File: config.mk
export PLATFORM = sky130hd
export DESIGN_NAME = dmem_arbiter
export DESIGN_NICKNAME = d
export VERILOG_FILES = /design/src/rtl/dmem_arb_pkg.sv /design/src/rtl/dm_addr_xlate.sv /design/src/rtl/dmem_arbiter.sv
export SDC_FILE = /design/constraint.sdc
export NUM_CORES = 1
export LEC_CHECK = 0
export CORE_MARGIN = 5
export CORE_UTILIZATION = 33
export DETAILED_ROUTE_END_ITERATION = 10
export PLACE_DENSITY = 0.77
export SYNTH_ARGS = -nofsm -noshare
export SYNTH_HDL_FRONTEND = slang
export SYNTH_SLANG_ARGS = --single-unit
File: constraint.sdc
create_clock -name clk -period 3.4 [get_ports clk]
set_input_delay 0.68 -clock clk [delete_from_list [all_inputs] [get_ports clk]]
set_output_delay 0.68 -clock clk [all_outputs]
set_load 0.03 [all_outputs]
File: src/rtl/dmem_arb_pkg.sv
// Shared types and helpers for the DMEM arbiter: FSM states, the default
// DMEM base address and the byte-address legality rule.
package dmem_arb_pkg;

   typedef enum logic [1:0] {
      IDLE = 2'd0,
      WAIT = 2'd1,
      ACK  = 2'd2
   } arb_state_t;

   localparam logic [31:0] DEFAULT_BASE = 32'h1001_0000;

   // An address is illegal when it lies below the base, is not word aligned,
   // or maps past the last word. word >= 2^addr_w is the same as the byte
   // offset having any bit set at or above position addr_w+2.
   function automatic logic addr_illegal(input logic [31:0] addr,
                                         input logic [31:0] base,
                                         input int unsigned addr_w);
      logic [31:0] offset;
      offset = addr - base;
      return (addr < base) || (addr[1:0] != 2'b00) ||
             ((offset >> (addr_w + 2)) != 32'd0);
   endfunction

endpackage

File: src/rtl/dm_addr_xlate.sv
// Combinational byte-to-word address translation with an illegal-address flag.
module dm_addr_xlate
   import dmem_arb_pkg::*;
#(
   parameter int          ADDR_W = 11,
   parameter logic [31:0] BASE   = DEFAULT_BASE
) (
   input  logic [31:0]       byte_addr,
   output logic [ADDR_W-1:0] word_addr,
   output logic              illegal
);

   // Word address is only meaningful when illegal is low.
   assign word_addr = ADDR_W'((byte_addr - BASE) >> 2);
   assign illegal   = addr_illegal(byte_addr, BASE, ADDR_W);

endmodule

File: src/rtl/dmem_arbiter.sv
// Shares the single-port DMEM between the CPU data port (always preferred)
// and a debug read port. A waiting debug read takes an idle CPU memory cycle,
// or steals exactly one CPU cycle once it has waited STARVE_LIMIT cycles.
//
// state | meaning
// IDLE  | no debug read pending; a high dbg_req is captured here
// WAIT  | debug address captured, waiting for an idle CPU cycle or starvation
// ACK   | dbg_ack high for this single cycle with dbg_rdata / dbg_err valid
module dmem_arbiter
   import dmem_arb_pkg::*;
#(
   parameter int          ADDR_W       = 11,
   parameter logic [31:0] BASE         = DEFAULT_BASE,
   parameter int          STARVE_LIMIT = 8
) (
   input  logic              clk,
   input  logic              rst,
   input  logic              cpu_dm_ena,
   input  logic              cpu_dm_w,
   input  logic              cpu_dm_r,
   input  logic [31:0]       cpu_addr,
   input  logic [31:0]       cpu_wdata,
   output logic [31:0]       cpu_rdata,
   output logic              cpu_ena,
   output logic              cpu_addr_err,
   input  logic              dbg_req,
   input  logic [31:0]       dbg_addr,
   output logic              dbg_ack,
   output logic [31:0]       dbg_rdata,
   output logic              dbg_err,
   output logic              dm_w,
   output logic              dm_r,
   output logic [ADDR_W-1:0] dm_addr,
   output logic [31:0]       dm_wdata,
   input  logic [31:0]       dm_rdata
);

   localparam int            CW      = $clog2(STARVE_LIMIT + 1);
   localparam logic [CW-1:0] CNT_MAX = CW'(STARVE_LIMIT);

   arb_state_t        state;
   logic [CW-1:0]     wait_cnt;
   logic [31:0]       dbg_addr_q;

   logic [ADDR_W-1:0] cpu_word;
   logic [ADDR_W-1:0] dbg_word;
   logic              cpu_illegal;
   logic              dbg_illegal;
   logic              cpu_acc;
   logic              nat_grant;
   logic              force_grant;
   logic              grant;

   dm_addr_xlate #(.ADDR_W(ADDR_W), .BASE(BASE)) u_cpu_xlate (
      .byte_addr (cpu_addr),
      .word_addr (cpu_word),
      .illegal   (cpu_illegal)
   );

   dm_addr_xlate #(.ADDR_W(ADDR_W), .BASE(BASE)) u_dbg_xlate (
      .byte_addr (dbg_addr_q),
      .word_addr (dbg_word),
      .illegal   (dbg_illegal)
   );

   // Grant decision: an illegal debug address never touches DMEM or the CPU.
   // Everything is gated by rst so a reset cycle performs no debug access.
   assign cpu_acc     = cpu_dm_ena & (cpu_dm_r | cpu_dm_w);
   assign nat_grant   = rst & (state == WAIT) & ~dbg_illegal & ~cpu_acc;
   assign force_grant = rst & (state == WAIT) & ~dbg_illegal & cpu_acc &
                        (wait_cnt == CNT_MAX);
   assign grant       = nat_grant | force_grant;

   // CPU side: a stolen cycle freezes the CPU so it re-issues its access.
   assign cpu_ena      = ~force_grant;
   assign cpu_addr_err = cpu_acc & cpu_illegal;
   assign cpu_rdata    = cpu_illegal ? 32'h0 : dm_rdata;

   // DMEM mux: the captured debug address owns the port during a grant.
   assign dm_addr  = grant ? dbg_word : cpu_word;
   assign dm_w     = rst & ~grant & cpu_dm_ena & cpu_dm_w & ~cpu_illegal;
   assign dm_r     = grant | (rst & cpu_dm_ena & cpu_dm_r & ~cpu_illegal);
   assign dm_wdata = cpu_wdata;

   // Debug request FSM with registered ack, data and error outputs.
   always_ff @(posedge clk) begin
      if (!rst) begin
         state      <= IDLE;
         wait_cnt   <= '0;
         dbg_addr_q <= '0;
         dbg_ack    <= 1'b0;
         dbg_rdata  <= '0;
         dbg_err    <= 1'b0;
      end else begin
         case (state)
            IDLE: begin
               dbg_ack <= 1'b0;
               if (dbg_req) begin
                  dbg_addr_q <= dbg_addr;
                  wait_cnt   <= '0;
                  state      <= WAIT;
               end
            end
            WAIT: begin
               if (dbg_illegal) begin
                  dbg_rdata <= '0;
                  dbg_err   <= 1'b1;
                  dbg_ack   <= 1'b1;
                  state     <= ACK;
               end else if (grant) begin
                  dbg_rdata <= dm_rdata;
                  dbg_err   <= 1'b0;
                  dbg_ack   <= 1'b1;
                  state     <= ACK;
               end else if (wait_cnt != CNT_MAX) begin
                  wait_cnt <= wait_cnt + 1'b1;
               end
            end
            ACK: begin
               dbg_ack <= 1'b0;
               state   <= IDLE;
            end
            default: begin
               dbg_ack <= 1'b0;
               state   <= IDLE;
            end
         endcase
      end
   end

endmodule
# --- Word-level counts from Yosys, hierarchy flattened ---
# Cells that the tools add are included.
word_totals:
  register_bits: 72
  latchBits: 0
  ramBits: 0
  rom_bits: 0
  output_inout_bits: 113
  wordCells: 74
  mem_count: 0
classes:
  n_addsub: 3
  mul: 0
  div: 0
  magnitude_cmp: 2
  n_eq_ne: 8
  n_shift: 0
  muxes: 17
  bitwise: 22
  reduce_logical: 16
op_table:
  columns: ["op", "n"]
  rows:
  - ["2-to-1 mux 32 bit", 3]
  - ["less-than comparator 32 x 29 -> 1 bit, second input constant", 2]
  - ["nonzero test 32 bit", 2]
  - ["subtractor 32 x 29 -> 32 bit, second input constant", 2]
  - ["2-to-1 mux 4 bit", 4]
  - ["bitwise AND 1 bit", 14]
  - ["2-to-1 mux 11 bit", 1]
  - ["case mux 4 bit (2 select lines)", 1]
  - ["AND reduction 2 bit", 4]
  - ["nonzero test 2 bit", 4]
  - ["2-to-1 mux 2 bit", 3]
  - ["inequality test 2 bit, second input constant", 3]
  - ["NOT 1 bit", 5]
  - ["AND reduction 5 bit", 1]
  - ["adder 4 x 1 -> 4 bit, second input constant", 1]
  - ["equality test 4 bit, second input constant", 1]
  - ["logical OR 1 bit", 4]
  - ["2-to-1 mux 1 bit", 4]
  - ["inequality test 4 bit, second input constant", 1]
  - ["case mux 2 bit (2 select lines)", 1]
  - ["inequality test 3 bit, second input constant", 1]
  - ["OR 1 bit", 3]
  - ["equality test 2 x 1 -> 1 bit, second input constant", 1]
  - ["logical NOT 2 bit", 1]
  - ["inequality test 2 x 1 -> 1 bit, second input constant", 1]

# --- Longest topological paths before layout ---
# Gate-level depths: netlist (run 1).
logic_depth:
  word_depth: 13
  ltp_mapped: 9
  mapped_depth_nobuf: 7

# --- Cells and area by module ---
# A second synthesis (run 1) with hierarchy kept.
unflattened:
  hier_cells: 458
  hier_area_um2: 3898.7
modules_own_cells:
  columns: ["mod", "instances", "cells_each", "area_per_inst_um2", "seq_area_each_um2"]
  rows:
  - ["dmem_arbiter", 1, 372, 3243.1, 1441.4]
  - ["dm_addr_xlate", 2, 43, 327.8, 0.0]

# --- Worst setup path after synthesis (run 1) ---
# Ideal clock, no wire load.
synth_path:
  path_kind: "input to output"
  start: "input port cpu_addr[16]"
  end: "output port cpu_rdata[22]"
  t_arrival_ns: 2.855
  t_required_ns: 2.720
  setup_slack_ns: -0.135
  cell_stages: 8
  path_cell_list: "inv_1 ha_1 xor2_1 nor4_1 nand4_1 a2111oi_0 clkbuf_1 and2_1"
synth_between:
  elab_chain_cells: 4
  word_cells_on_any_way: 6
synth_lines:
  columns: ["element", "line", "source"]
  rows:
  - ["start: declaration", "dmem_arbiter.sv:21", "input logic [31:0] cpu_addr,"]
  - ["subtractor 32 x 29 -> 32 bit / less-than comparator 32 x 29 -> 1 bit (equally long branches)", "dmem_arb_pkg.sv:20, dmem_arb_pkg.sv:21", null]
  - ["nonzero test 32 bit / logical OR 1 bit (equally long branches)", "dmem_arb_pkg.sv:22, dmem_arb_pkg.sv:21", null]
  - ["logical OR 1 bit *", "dmem_arb_pkg.sv:21", "return (addr < base) || (addr[1:0] != 2'b00) ||"]
  - ["2-to-1 mux 32 bit *", "dmem_arbiter.sv:77", "assign cpu_rdata = cpu_illegal ? 32'h0 : dm_rdata;"]
  - ["end: declaration", "dmem_arbiter.sv:23", "output logic [31:0] cpu_rdata,"]
# Mark *: on every way between the ends. The rest lies on a longest branch, timed or not.

# --- Final worst setup path (run 1) ---
layout_path:
  start: "register dbg_addr_q[1]"
  end: "output port dm_addr[2]"
layout_between:
  elab_chain_cells: 9
  word_cells_on_any_way: 13
layout_lines:
  columns: ["element", "line", "source"]
  rows:
  - ["start: declaration", "dmem_arbiter.sv:43", "logic [31:0] dbg_addr_q;"]
  - ["start signal: assignment", "dmem_arbiter.sv:99", "dbg_addr_q <= dbg_addr;"]
  - ["subtractor 32 x 29 -> 32 bit, or another cell as far along", "dmem_arb_pkg.sv:20", "offset = addr - base;"]
  - ["nonzero test 32 bit / logical OR 1 bit (equally long branches)", "dmem_arb_pkg.sv:22, dmem_arb_pkg.sv:21", null]
  - ["logical OR 1 bit", "dmem_arb_pkg.sv:21", null]
  - ["NOT 1 bit", "dmem_arbiter.sv:69, dmem_arbiter.sv:70", null]
  - ["bitwise AND 1 bit", "dmem_arbiter.sv:69, dmem_arbiter.sv:70", null]
  - ["bitwise AND 1 bit (2 in a row)", "dmem_arbiter.sv:70", "assign force_grant = rst & (state == WAIT) & ~dbg_illegal & cpu_acc &"]
  - ["OR 1 bit", "dmem_arbiter.sv:72", "assign grant = nat_grant | force_grant;"]
  - ["2-to-1 mux 11 bit *", "dmem_arbiter.sv:80", "assign dm_addr = grant ? dbg_word : cpu_word;"]
  - ["end: declaration", "dmem_arbiter.sv:33", "output logic [ADDR_W-1:0] dm_addr,"]
# Marked as above.

==> results of run 1 <==
## placed cells by master, fill, tap and decap left out, types with 12 or more instances in the layout
master	instances
and2_4	14
clkbuf_16	12
o21ai_1	33
buf_6	30
clkdlybuf4s50_1	122
a21boi_0	32
nand2_1	107
nand4_1	35
and2_1	19
dfxtp_1	71
buf_4	34
## tightest hold or removal path: stages (launching register included)
cell and delay (ns):
dfxtp_1 0.30, nand2_1 0.05, o21ai_1 0.05
## timing repair
action,in CTS,in global routing
pin swaps,6,12
resized for setup,131,36
endpoints found under the setup margin,47,43
buffers inserted,4,4
gates cloned,4,3
## layout make-up
class	instances	area share
repair buffers	211	0.351
multi-input cells	331	0.336
flip-flops and latches	72	0.229
clock buffers	11	0.0401
well taps	143	0.0284
clock inverters	5	0.00874
inverters	10	0.00596
## sequential cells by signal (all words and copies together), names as in the netlist
signal and cells:
dbg_ack 1, dbg_addr_q 32, dbg_err 1, dbg_rdata 32, state 2, wait_cnt 4
## power by group
part	internal [mW]	switching, mW	leakage [nW]
clock network	0.605	0.369	0.148
logic	0.184	0.192	1.73
registers	0.870	0.0188	0.586
total	1.66	0.579	2.46
## layer usage
layer / vias to the layer above / track usage / routed length [µm]
met3: 23 / 0.0622 / 1260
met5: - / 0 / 0
li1: 1940 / - / -
met4: 0 / 0.0566 / 250
met1: 1851 / 0.211 / 5270
met2: 168 / 0.301 / 6550
## cells by family (layout without fill, tap and decap cells)
group / after synthesis / in the layout / synth area share
xor+xnor: 2 / 2 / 0.00462
buf+inv: 74 / 237 / 0.106
simple gates: 220 / 220 / 0.292
flops: 72 / 72 / 0.380
compound gates: 91 / 91 / 0.164
mux: 14 / 14 / 0.0406
fa+ha+maj: 4 / 4 / 0.0132
## path summary, 6_finish.rpt
path,cells past startpoint,end,slack [ns],startpoint
worst max register to register,10,dbg_rdata[17],0.54,dbg_addr_q[16]
worst min-delay path,2,dbg_rdata[4],0.45,dbg_rdata[4]
worst min register to register,2,dbg_rdata[4],0.45,dbg_rdata[4]
worst max-delay path,7,dm_addr[2],-0.03,dbg_addr_q[1]
## stage by stage
stage | area [µm²] | instances
floorplan | 3800 | 477
global placement | 5490 | 753
detailed placement | 5490 | 753
CTS | 6110 | 777
global route | 6300 | 783
finish | 6300 | 783
==> out/results.ini, run 1 <==
[status]
outcome = finished with violations
violations = setup timing

[cts]
clock_path_buffers = 2
clkTransAtPathRegs_ns = 0.06
cts_sinks = 72
worstSkewPairLatency_ns = 0.34
root_buffer = clkbuf_16
post_cts_hold_buffer_count = 0
cts_tree = done
htree_levels = 3
cts_buffers = 9

[global_route]
grtUsageTotal = 0.178
globalRouteOverflowTotal = 0
grt_pass1_vias = 3896
antenna_found_initial = 0
grt_first_pass_wirelength_um = 19200
grt_max_degree = 71

[setup_path]
cp_cell_sequence = or4b_4, or4_4, a2111oi_4, nand3_2, buf_12, mux2_1, buf_6
endpoint_kind = output port
crit_slowest_cell = or4b_4
start_kind = flip-flop
path_delay_family = simple AND/OR/NAND/NOR gates
crit_buf_inv = 2
worst-endpoint-arrival_ns = 2.75
max_stage_delay_ns = 0.53
crit_type = flip-flop to output port
critical_path.max_fanout = 12
worstPathRequired_ns = 2.72

[timing]
finalClockSkew_ns = 0.00858
period_share = 1.01
tns_ns = -0.142
hold_viol = 0
slew_violations = 0
rsz0062_at_grt = yes
setup_viol = 7
slew_headroom = 0.449
worst_slack_ns = -0.0286
tightest_slew_ns = 0.816
hold-worst-slack_ns = 0.447
period_needed_ns = 3.43
fmax_mhz = 292

[die]
die_y_um = 117
core_area_um2 = 11300
start_util = 0.335
ios = 247
die_x_um = 117
die_area_um2 = 13700
row_count = 39

[yosys]
yosysTopAreaCell = dfxtp_1
synth_common_cells = nand2_1 (107), dfxtp_1 (72), nand4_1 (35)
synth_top_area_frac = 0.380
syn-num-nets = 615
synth-edff-count = 0
syn_area_um2 = 3790
synth_warnings = 0
synth.area.top_cells = dfxtp_1 (38%), nand2_1 (11%), buf_4 (6.5%)
yosysUniqueCellTypes = 47
ys_seq_area_frac = 0.380
yosys_register_bits = 72
async_flop_share = 0
syn_inst = 477
synth.avg_cell_area_um2 = 7.96
yosys_most_used_dff = dfxtp_1
synth.most_common_cell = nand2_1

[finish]
multi_input_area_um2 = 2120
layout-drive-gt1-share = 0.220
regArea_um2 = 1440
fin_nets = 773
fillers = 979
utilization = 0.556
area_growth_pct = 66.0
n_antenna_cell = 0

[routing]
drt_iter0_markers = 240
wl_per_cell_um = 17.0
viasPerCell = 5.09
route.vias.total = 3982
drt_wl_total_um = 13300
detail_route.first_pass.iterations = 6
drc = 0
ant_nets = 0

[power_and_ir_drop]
power_mw = 2.24
p_per_area_nw_per_um2 = 355
leakage_nw = 2.46
vdd_drop_max_uv = 259

[place]
hpwl_um = 8630
io_buffers = 182
place_congestion = 0.820
dp_slack_ns = -0.300

[min_path]
min_path_type = flip-flop to flip-flop

[job]
cap_violations = 0

Note: power is estimated with default switching activity, not from simulation.
==> run 2: changes to the inputs <==
- CTS_CLUSTER_DIAMETER: default -> 80
==> results of run 2 <==
No change in the layout: final DEF, timing and power equal those of run 1.
==> run 3: changes to the inputs <==
- HOLD_SLACK_MARGIN: default -> 0.06
- SLEW_MARGIN: default -> 10
==> results of run 3 <==
No change in the layout: final DEF, timing and power equal those of run 1.
